### src/rtl/rv_plic_gateway_mc_if.sv
// Interface bundle for rv_plic_gateway_mc: raw sources, per-source mode,
// the claim/complete handshake from the PLIC target and the gateway's
// pending/active/overflow outputs.
// master = PLIC/target side driving sources and handshakes, slave = gateway.
interface rv_plic_gateway_mc_if #(
   parameter int N_SOURCE = 32
);
   logic [N_SOURCE-1:0]   src_i;
   logic [2*N_SOURCE-1:0] mode_i;
   logic [N_SOURCE-1:0]   claim_i;
   logic [N_SOURCE-1:0]   complete_i;
   logic [N_SOURCE-1:0]   ovf_clr_i;
   logic [N_SOURCE-1:0]   ip_o;
   logic [N_SOURCE-1:0]   ia_o;
   logic [N_SOURCE-1:0]   ovf_o;

   modport master (
      output src_i, mode_i, claim_i, complete_i, ovf_clr_i,
      input  ip_o, ia_o, ovf_o
   );

   modport slave (
      input  src_i, mode_i, claim_i, complete_i, ovf_clr_i,
      output ip_o, ia_o, ovf_o
   );
endinterface

### src/rtl/rv_plic_gateway_mc.sv
// rv_plic_gateway_mc: multi-mode PLIC interrupt gateway.
// Each source is synchronised, turned into a trigger event according to its
// mode (level / rising / falling / both edges) and tracked by a small
// IDLE -> PEND -> SERV state machine whose encoding is {ia, ip}.
// Optional feature macro RV_PLIC_GW_EDGE_CNT_EN: when defined, edges arriving
// while a source is busy are queued in a saturating CNT_W-bit counter; when
// undefined, such edges are dropped and only flag overflow.
module rv_plic_gateway_mc #(
   parameter int N_SOURCE    = 32,
   parameter int CNT_W       = 2,
   parameter int SYNC_STAGES = 2
) (
   input logic clk_i,
   input logic rst_ni,
   rv_plic_gateway_mc_if.slave gw
);

   localparam logic [1:0] MODE_LEVEL = 2'b00;
   localparam logic [1:0] MODE_RISE  = 2'b01;
   localparam logic [1:0] MODE_FALL  = 2'b10;
   localparam logic [1:0] MODE_BOTH  = 2'b11;

   typedef enum logic [1:0] {
      IDLE = 2'b00,
      SERV = 2'b10,
      PEND = 2'b11
   } state_e;

   if (CNT_W < 1) begin : g_bad_cnt_w
      $error("rv_plic_gateway_mc: CNT_W must be at least 1");
   end

   logic [N_SOURCE-1:0] s;
   logic [N_SOURCE-1:0] p_q;
   logic [N_SOURCE-1:0] p_d;
   logic [N_SOURCE-1:0] set_ev;
   logic [N_SOURCE-1:0] edge_mode;
   logic [N_SOURCE-1:0] queue_evt;
   logic [N_SOURCE-1:0] ovf_q;
   logic [N_SOURCE-1:0] ovf_d;
   state_e              state_q [N_SOURCE];
   state_e              state_d [N_SOURCE];

`ifdef RV_PLIC_GW_EDGE_CNT_EN
   localparam logic [CNT_W-1:0] CNT_MAX = {CNT_W{1'b1}};
   logic [CNT_W-1:0] cnt_q [N_SOURCE];
   logic [CNT_W-1:0] cnt_d [N_SOURCE];
`endif

   if (SYNC_STAGES == 0) begin : g_no_sync
      assign s = gw.src_i;
   end else begin : g_sync
      logic [SYNC_STAGES-1:0][N_SOURCE-1:0] sync_q;
      logic [SYNC_STAGES-1:0][N_SOURCE-1:0] sync_d;

      // Shift raw sources one stage further down the synchroniser chain
      always_comb begin
         sync_d[0] = gw.src_i;
         for (int k = 1; k < SYNC_STAGES; k++) begin
            sync_d[k] = sync_q[k-1];
         end
      end

      // Synchroniser flops, cleared on reset
      always_ff @(posedge clk_i or negedge rst_ni) begin
         if (!rst_ni) begin
            sync_q <= '0;
         end else begin
            sync_q <= sync_d;
         end
      end

      assign s = sync_q[SYNC_STAGES-1];
   end

   assign p_d = s;

   // Trigger event per source, selected by its mode bits
   always_comb begin
      set_ev    = '0;
      edge_mode = '0;
      for (int i = 0; i < N_SOURCE; i++) begin
         edge_mode[i] = (gw.mode_i[2*i +: 2] != MODE_LEVEL);
         unique case (gw.mode_i[2*i +: 2])
            MODE_LEVEL: set_ev[i] = s[i];
            MODE_RISE:  set_ev[i] = s[i] & ~p_q[i];
            MODE_FALL:  set_ev[i] = ~s[i] & p_q[i];
            MODE_BOTH:  set_ev[i] = s[i] ^ p_q[i];
            default:    set_ev[i] = 1'b0;
         endcase
      end
   end

   // Next state, edge queueing and sticky overflow for every source
   always_comb begin
      ovf_d     = ovf_q & ~gw.ovf_clr_i;
      queue_evt = '0;
      for (int i = 0; i < N_SOURCE; i++) begin
         state_d[i] = state_q[i];
`ifdef RV_PLIC_GW_EDGE_CNT_EN
         cnt_d[i] = cnt_q[i];
`endif
         unique case (state_q[i])
            IDLE: begin
               if (set_ev[i]) state_d[i] = PEND;
            end
            PEND: begin
               if (gw.claim_i[i]) state_d[i] = SERV;
               queue_evt[i] = set_ev[i] & edge_mode[i];
            end
            SERV: begin
               if (gw.complete_i[i]) begin
                  if (!edge_mode[i]) begin
                     state_d[i] = IDLE;
                  end
`ifdef RV_PLIC_GW_EDGE_CNT_EN
                  else if (cnt_q[i] != '0) begin
                     state_d[i] = PEND;
                     if (!set_ev[i]) cnt_d[i] = cnt_q[i] - 1'b1;
                  end
`endif
                  else if (set_ev[i]) begin
                     state_d[i] = PEND;
                  end else begin
                     state_d[i] = IDLE;
                  end
               end else begin
                  queue_evt[i] = set_ev[i] & edge_mode[i];
               end
            end
            default: state_d[i] = IDLE;
         endcase

         if (queue_evt[i]) begin
`ifdef RV_PLIC_GW_EDGE_CNT_EN
            if (cnt_q[i] == CNT_MAX) begin
               ovf_d[i] = 1'b1;
            end else begin
               cnt_d[i] = cnt_q[i] + 1'b1;
            end
`else
            ovf_d[i] = 1'b1;
`endif
         end

`ifdef RV_PLIC_GW_EDGE_CNT_EN
         if (!edge_mode[i]) cnt_d[i] = '0;
`endif
      end
   end

   // State, previous-sample, overflow and counter registers
   always_ff @(posedge clk_i or negedge rst_ni) begin
      if (!rst_ni) begin
         p_q   <= '0;
         ovf_q <= '0;
         for (int i = 0; i < N_SOURCE; i++) begin
            state_q[i] <= IDLE;
`ifdef RV_PLIC_GW_EDGE_CNT_EN
            cnt_q[i] <= '0;
`endif
         end
      end else begin
         p_q   <= p_d;
         ovf_q <= ovf_d;
         for (int i = 0; i < N_SOURCE; i++) begin
            state_q[i] <= state_d[i];
`ifdef RV_PLIC_GW_EDGE_CNT_EN
            cnt_q[i] <= cnt_d[i];
`endif
         end
      end
   end

   // Pending and active outputs are the two state bits
   always_comb begin
      gw.ip_o = '0;
      gw.ia_o = '0;
      for (int i = 0; i < N_SOURCE; i++) begin
         gw.ip_o[i] = state_q[i][0];
         gw.ia_o[i] = state_q[i][1];
      end
   end

   assign gw.ovf_o = ovf_q;

endmodule

### src/flat_wrapper.sv
// flat-port wrapper written by rule: the top's interface ports become plain ports
module rv_plic_gateway_mc_flat 
#(
   parameter int N_SOURCE    = 32,
   parameter int CNT_W       = 2,
   parameter int SYNC_STAGES = 2
)
  (clk_i, rst_ni, gw_src_i, gw_mode_i, gw_claim_i, gw_complete_i, gw_ovf_clr_i, gw_ip_o, gw_ia_o, gw_ovf_o);
  rv_plic_gateway_mc_if #(.N_SOURCE(N_SOURCE)) gw_i ();
  input logic clk_i;
  input logic rst_ni;
  input wire logic [$bits(gw_i.src_i)-1:0] gw_src_i;
  input wire logic [$bits(gw_i.mode_i)-1:0] gw_mode_i;
  input wire logic [$bits(gw_i.claim_i)-1:0] gw_claim_i;
  input wire logic [$bits(gw_i.complete_i)-1:0] gw_complete_i;
  input wire logic [$bits(gw_i.ovf_clr_i)-1:0] gw_ovf_clr_i;
  output wire logic [$bits(gw_i.ip_o)-1:0] gw_ip_o;
  output wire logic [$bits(gw_i.ia_o)-1:0] gw_ia_o;
  output wire logic [$bits(gw_i.ovf_o)-1:0] gw_ovf_o;
  assign gw_i.src_i = gw_src_i;
  assign gw_i.mode_i = gw_mode_i;
  assign gw_i.claim_i = gw_claim_i;
  assign gw_i.complete_i = gw_complete_i;
  assign gw_i.ovf_clr_i = gw_ovf_clr_i;
  assign gw_ip_o = gw_i.ip_o;
  assign gw_ia_o = gw_i.ia_o;
  assign gw_ovf_o = gw_i.ovf_o;
  rv_plic_gateway_mc #(.N_SOURCE(N_SOURCE), .CNT_W(CNT_W), .SYNC_STAGES(SYNC_STAGES)) u_core (.clk_i(clk_i), .rst_ni(rst_ni), .gw(gw_i));
endmodule
### config.mk
export PLATFORM = sky130hd
export DESIGN_NAME = rv_plic_gateway_mc_flat
export DESIGN_NICKNAME = d
export VERILOG_FILES = /design/src/rtl/rv_plic_gateway_mc_if.sv /design/src/rtl/rv_plic_gateway_mc.sv /design/src/flat_wrapper.sv
export SDC_FILE = /design/constraint.sdc
export NUM_CORES = 1
export LEC_CHECK = 0
export CAP_MARGIN = 30
export CORE_MARGIN = 4
export CORE_UTILIZATION = 40
export DETAILED_ROUTE_END_ITERATION = 10
export PLACE_DENSITY = 0.7
export SYNTH_ARGS = -nofsm -noshare
export SYNTH_HDL_FRONTEND = slang
export SYNTH_SLANG_ARGS = --single-unit
### constraint.sdc
create_clock -name clk_i -period 2.3 [get_ports clk_i]
set_input_delay 0.345 -clock clk_i [delete_from_list [all_inputs] [get_ports clk_i]]
set_output_delay 0.345 -clock clk_i [all_outputs]
set_load 0.02 [all_outputs]
==> impl_metrics.env, run 1 <==
export IMPL_status="completed"
export IMPL_final_nets=1468
export IMPL_viasPerCell=5.007
export IMPL_htreeDepth=4
export IMPL_min_from="u_core.g_sync.sync_d[55]$_DFF_PN0_"
export IMPL_drc=0
export IMPL_clkTransAtPathRegs_ns=0.08
export IMPL_final_area_um2=13300
export IMPL_drt_iter0_drc=390
export IMPL_grtUsageMet1=0.2190
export IMPL_antenna_found_initial=0
export IMPL_switching_share=0.3580
export IMPL_hold_viol_final=0
export IMPL_root_buffer="clkbuf_16"
export IMPL_syn_cell_area_um2=9375
export IMPL_pwr_share_seq=0.411
export IMPL_gr_usage_met2=0.2769
export IMPL_num_vias=7690
export IMPL_p_comb_frac=0.354
export IMPL_synth_edf_count=0
export IMPL_die_area_um2=25950
export IMPL_whs_ns=0.3421
export IMPL_cts_buffers=17
export IMPL_areaGrowthSynthToFinish_pct=41.87
export IMPL_first_pass_iters=5
export IMPL_die_x_um=161.1
export IMPL_power_leakage_nw=6.061
export IMPL_globalRouteOverflowTotal=0
export IMPL_ir_drop_uv=495.1
export IMPL_synth_nets=1155
export IMPL_drv_slew=0
export IMPL_fillers=1984
export IMPL_yosysUniqueCellTypes=34
export IMPL_power_switching_mw=4.345
export IMPL_drive_gt1_frac=0.04742
export IMPL_cts_tree="built"
export IMPL_clockPowerShare=0.235
export IMPL_start_util=0.4104
export IMPL_dp_cells=1503
export IMPL_die_h_um=161.1
export IMPL_synth_area_leaders="dfrtp_1, ha_1, inv_1"
export IMPL_netlist_top_cells_count="dfrtp_1, inv_1, nand2_1, ha_1, a21oi_1"
export IMPL_yosysMostFrequentCell="dfrtp_1"
export IMPL_cp_cell_sequence="clkdlybuf4s50_1"
export IMPL_routed_wl_mm=21.88
export IMPL_crit_family="buffers and inverters"
export IMPL_antenna_left=0
export IMPL_hold_class="register to register"
export IMPL_io_buffers=289
export IMPL_grt_start_max_net_pins=56
export IMPL_layout_min_cycle_time_ns=1.919
export IMPL_worst_path_buf_inv=1
export IMPL_io_pins=290
export IMPL_setup_tns_final_ns=0
export IMPL_crit_path_start_kind="register"
export IMPL_n_antenna_cell=0
export IMPL_stdcell_count=1536
export IMPL_placed_cell_area_um2=12720
export IMPL_finalClockSkew_ns=0.01011
export IMPL_p_per_area_nw_per_um2=912.4
export IMPL_wire_per_inst_um=14.24
export IMPL_cp_startpoint="u_core.gw.ia_o[23]$_DFFE_PN0P_"
export IMPL_max_stage_delay_ns=0.69
export IMPL_setup_ws_ns=0.3812
export IMPL_grt_usage=0.1699
export IMPL_num_rows=55
export IMPL_multi_input_area_um2=4000
export IMPL_end_kind="primary output"
export IMPL_worst_pin_slew_ns=0.4596
export IMPL_maxSlewHeadroom=0.6936
export IMPL_yosys_warnings=0
export IMPL_ys_ff_latch=192
export IMPL_path_max_fanout=7
export IMPL_rsz0062_at_grt="no"
export IMPL_internal_power_mw=7.790
export IMPL_grt_busiest_layer="met2"
export IMPL_synthArstFlopShare=1.000
export IMPL_synth_top_cell_area_share=0.5125
export IMPL_pre_cts_slack_ns=0.5044
export IMPL_clkLatencyLatePin_ns=0.42
export IMPL_cts_buffer_depth=2
export IMPL_cts_setup_buffers=0
export IMPL_place_congestion=0.8519
export IMPL_clock_sinks=192
export IMPL_post_dp_hpwl_mm=17.04
export IMPL_fin_crit_sh=0.8342
export IMPL_critical_path_class="register to primary output"
export IMPL_synth_flop_cell="dfrtp_1"
export IMPL_yosysSeqAreaShare=0.5125
export IMPL_grt_pass1_wl_mm=36.74
export IMPL_r2r_start="u_core.p_d[17]$_DFF_PN0_"
export IMPL_setup_violations_final=0
export IMPL_use_met3=0.04721
export IMPL_core_um2=22850
export IMPL_grt_pass1_vias=7660
export IMPL_critPathArrivalTime_ns=1.57
export IMPL_seqCellArea_um2=4805
export IMPL_maxCapViolations=0
export IMPL_slowest_stage="clkdlybuf4s50_1"
export IMPL_syn_inst=897
export IMPL_timing_fmax_mhz=521.2
export IMPL_required_ns=1.96
export IMPL_synth_top_cell_by_area="dfrtp_1"
export IMPL_syn_area_per_cell_um2=10.45
[state kept, by name (all words and copies together) (netlist names)]
register / flops
u_core.g_sync.sync_d: 32
u_core.gw.ia_o: 32
u_core.gw.ip_o: 32
u_core.gw.ovf_o: 32
u_core.p_d: 32
u_core.p_q: 32
[area by class of cell]
type,instances,area share
sequential,192,0.3612
multi-input combinational,553,0.3008
timing repair buffer,294,0.2227
inverter,152,0.04290
clock buffer,18,0.03227
tap,313,0.02944
clock inverter,14,0.01072
[repair_timing]
action | in CTS | in global routing
hold buffers | 1 | 0
resized for setup | 0 | 0
endpoints found under the hold margin | 50 | 0
[path summary, 6_finish.rpt]
check	end	slack, ns	cells after the start
min in group asynchronous	u_core.g_sync.sync_d[41]$_DFF_PN0_	0.44	2
max in group asynchronous	u_core.g_sync.sync_d[55]$_DFF_PN0_	1.19	3
worst max register to register	u_core.gw.ia_o[17]$_DFFE_PN0P_	0.66	6
worst max-delay path	gw_ia_o[23]	0.38	1
worst min register to register	u_core.p_d[23]$_DFF_PN0_	0.34	0
worst min-delay path	u_core.p_d[23]$_DFF_PN0_	0.34	0
[metal layers]
metal | wire length (um) | up-vias
met1 | 9648 | 3643
met4 | 528 | 0
met5 | 0 | -
met3 | 1453 | 32
li1 | - | 3804
met2 | 10250 | 211
[through the flow]
stage            util  total power, mW
2_1_floorplan       -            7.097
3_3_place_gp   0.5567            9.285
3_5_place_dp   0.5567            9.366
4_1_cts        0.5821            12.29
5_1_grt        0.5821            12.92
6_report       0.5821            12.13
[logic make-up after synthesis]
family | share of synthesized area
AOI/OAI and AO/OA | 0.1962
and+or+nand+nor | 0.1141
DFF | 0.5125
buffers and inverters | 0.06086
adders and majority gates | 0.08541
muxes | 0.03096
[layout by cell type (no fill, tap or decap), types with 19 or more instances in the layout]
master           netlist  final
o21ai_0               28     28
ha_1                  64     64
inv_1                148    148
o211ai_1              25     25
dfrtp_1              192    192
clkdlybuf4s50_1        0    288
nand3b_1              19     19
nand2_1              105    105
a21oi_1               43     43
nor2_1                37     37
o22ai_1               27     27
nor2b_1               23     23
[power groups by stage]
stage | Combinational (mW) | Sequential [mW] | Clock (mW)
final | 4.30 | 4.98 | 2.85
after global routing | 4.67 | 5.15 | 3.11
after CTS | 4.34 | 4.99 | 2.96
after detailed placement | 4.33 | 5.03 | 0
after global placement | 4.28 | 5.01 | 0
after floorplan | 1.45 | 5.64 | 0
(Power assumes the default switching activity.)
==> run 2: changes to the inputs <==
--- a/config.mk
+++ b/config.mk
@@ -9,7 +9,7 @@
 export CORE_MARGIN = 4
 export CORE_UTILIZATION = 40
 export DETAILED_ROUTE_END_ITERATION = 10
-export PLACE_DENSITY = 0.7
+export PLACE_DENSITY = 0.73
 export SYNTH_ARGS = -nofsm -noshare
 export SYNTH_HDL_FRONTEND = slang
 export SYNTH_SLANG_ARGS = --single-unit
==> constraint.sdc (replaced) <==
create_clock -name clk_i -period 1.65 [get_ports clk_i]
set_input_delay 0.2475 -clock clk_i [delete_from_list [all_inputs] [get_ports clk_i]]
set_output_delay 0.2475 -clock clk_i [all_outputs]
set_load 0.02 [all_outputs]
==> run 2 against run 1 <==
- count of clock-buffer cells in the layout grew 2
- clock skew grew 0.0028 ns
- cell area grew 1.3%
- global-route usage grew 0.24 points
- clock power grew 42%
- die area is the same
- via count grew 1.9%
- non-clock buffer count grew 22
==> impl_metrics.env, run 2 (synthesis results as in run 1) <==
export IMPL_status="completed"
export IMPL_use_met3=0.05818
export IMPL_clkTransAtPathRegs_ns=0.08
export IMPL_finalClockSkew_ns=0.01288
export IMPL_worst_pin_slew_ns=0.4139
export IMPL_grtUsageMet1=0.2166
export IMPL_whs_ns=0.2514
export IMPL_drive_gt1_frac=0.07711
export IMPL_required_ns=1.93
export IMPL_fillers=2044
export IMPL_die_area_um2=25950
export IMPL_num_vias=7833
export IMPL_fin_crit_sh=0.9796
export IMPL_pwr_share_seq=0.419
export IMPL_timing_fmax_mhz=618.7
export IMPL_viasPerCell=5.028
export IMPL_path_max_fanout=2
export IMPL_cts_buffer_depth=2
export IMPL_critical_path_class="register to register"
export IMPL_setup_violations_final=0
export IMPL_grt_usage=0.1723
export IMPL_core_um2=22850
export IMPL_setup_tns_final_ns=0
export IMPL_grt_busiest_layer="met2"
export IMPL_clkLatencyLatePin_ns=0.43
export IMPL_hold_viol_final=0
export IMPL_root_buffer="clkbuf_16"
export IMPL_maxCapViolations=0
export IMPL_antenna_left=0
export IMPL_internal_power_mw=10.42
export IMPL_setup_ws_ns=0.03362
export IMPL_slowest_stage="mux4_2"
export IMPL_p_comb_frac=0.335
export IMPL_power_switching_mw=6.053
export IMPL_drt_iter0_drc=322
export IMPL_most_common_layout_cells="clkdlybuf4s50_1, dfrtp_1, inv_1, nand2_1, dlygate4sd2_1"
export IMPL_cts_buffers=17
export IMPL_critPathArrivalTime_ns=1.90
export IMPL_antenna_found_initial=2
export IMPL_crit_path_start_kind="register"
export IMPL_routed_wl_mm=22.69
export IMPL_cts_tree="built"
export IMPL_areaGrowthSynthToFinish_pct=43.77
export IMPL_die_x_um=161.1
export IMPL_first_pass_iters=4
export IMPL_n_antenna_cell=0
export IMPL_drc=0
export IMPL_io_buffers=289
export IMPL_rsz0062_at_grt="yes"
export IMPL_wire_per_inst_um=14.56
export IMPL_globalRouteOverflowTotal=0
export IMPL_layout_min_cycle_time_ns=1.616
export IMPL_io_pins=290
export IMPL_htreeDepth=4
export IMPL_place_congestion=0.8674
export IMPL_power_leakage_nw=6.507
export IMPL_finalCoreUtilization=0.5900
export IMPL_pre_cts_slack_ns=-0.04740
export IMPL_grt_start_max_net_pins=47
export IMPL_hold_class="input pin to register"
export IMPL_die_h_um=161.1
export IMPL_maxSlewHeadroom=0.7241
export IMPL_num_rows=55
export IMPL_ir_drop_uv=669.3
export IMPL_max_stage_delay_ns=0.48
export IMPL_post_dp_hpwl_mm=17.65
export IMPL_gr_usage_met2=0.2861
export IMPL_grt_pass1_vias=7745
export IMPL_start_util=0.4104
export IMPL_clock_sinks=192
export IMPL_cp_cell_sequence="buf_4, ha_1, mux4_2, a21oi_1, a41oi_1"
export IMPL_final_nets=1490
export IMPL_end_kind="register"
export IMPL_clockPowerShare=0.246
export IMPL_p_per_area_nw_per_um2=1222
export IMPL_grt_pass1_wl_mm=37.05
export IMPL_switching_share=0.3675
export IMPL_drv_slew=0
==> run 2: through the flow <==
step / cell area [um2] / cells / total power [mW]
after floorplan: 9375 / 897 / 9.892
after global placement: 12810 / 1514 / 12.96
after detailed placement: 12810 / 1514 / 13.10
after CTS: 13310 / 1549 / 16.59
after global routing: 13480 / 1558 / 17.52
final: 13480 / 1558 / 16.47
==> run 2: final timing paths <==
kind	from	to	slack [ns]	cells after the start
max in group asynchronous	rst_ni	u_core.gw.ip_o[30]$_DFFE_PN0P_	0.74	3
max	u_core.p_d[0]$_DFF_PN0_	u_core.gw.ia_o[0]$_DFFE_PN0P_	0.03	5
min reg2reg	u_core.g_sync.sync_d[56]$_DFF_PN0_	u_core.p_d[24]$_DFF_PN0_	0.35	0
max reg2reg	u_core.p_d[0]$_DFF_PN0_	u_core.gw.ia_o[0]$_DFFE_PN0P_	0.03	5
min	gw_src_i[27]	u_core.g_sync.sync_d[59]$_DFF_PN0_	0.25	1
min in group asynchronous	rst_ni	u_core.p_d[15]$_DFF_PN0_	0.33	2
==> run 2: repair_timing <==
action | CTS | global route
pin swaps | 0 | 4
gates resized for setup | 90 | 22
hold buffers | 1 | 0
endpoints found under the setup margin | 91 | 21
endpoints found under the hold margin | 38 | 0
setup buffers | 2 | 9
==> run 2: power groups by stage <==
stage	registers, mW	clock network, mW	logic (mW)
final	6.90	4.05	5.51
after global routing	7.12	4.36	6.04
after CTS	6.88	4.19	5.52
after detailed placement	6.99	0	6.11
after global placement	6.96	0	6.00
after floorplan	7.87	0	2.03
==> run 2: layout make-up <==
cell class                 instances  area (um2)  share of cell area
clock buffer                      20       466.7             0.03462
clock inverter                    12       118.9            0.008818
inverter                         152       570.5             0.04233
multi-input combinational        553        4085              0.3031
sequential                       192        4805              0.3564
tap                              313       391.6             0.02905
timing repair buffer             316        3042              0.2257
==> run 2: worst max-delay path, delay by kind of cell, from the launching register on <==
kind                       cells  cell delay [ns]
AOI/OAI and AO/OA              2             0.25
adders and majority gates      1             0.21
buffers and inverters          1             0.14
DFF                            1             0.39
muxes                          1             0.48
==> run 2: metal layers <==
metal / vias up / wire [um]
met5: - / 34
met4: 4 / 382
met3: 30 / 1641
met2: 229 / 10840
met1: 3724 / 9793
li1: 3846 / -
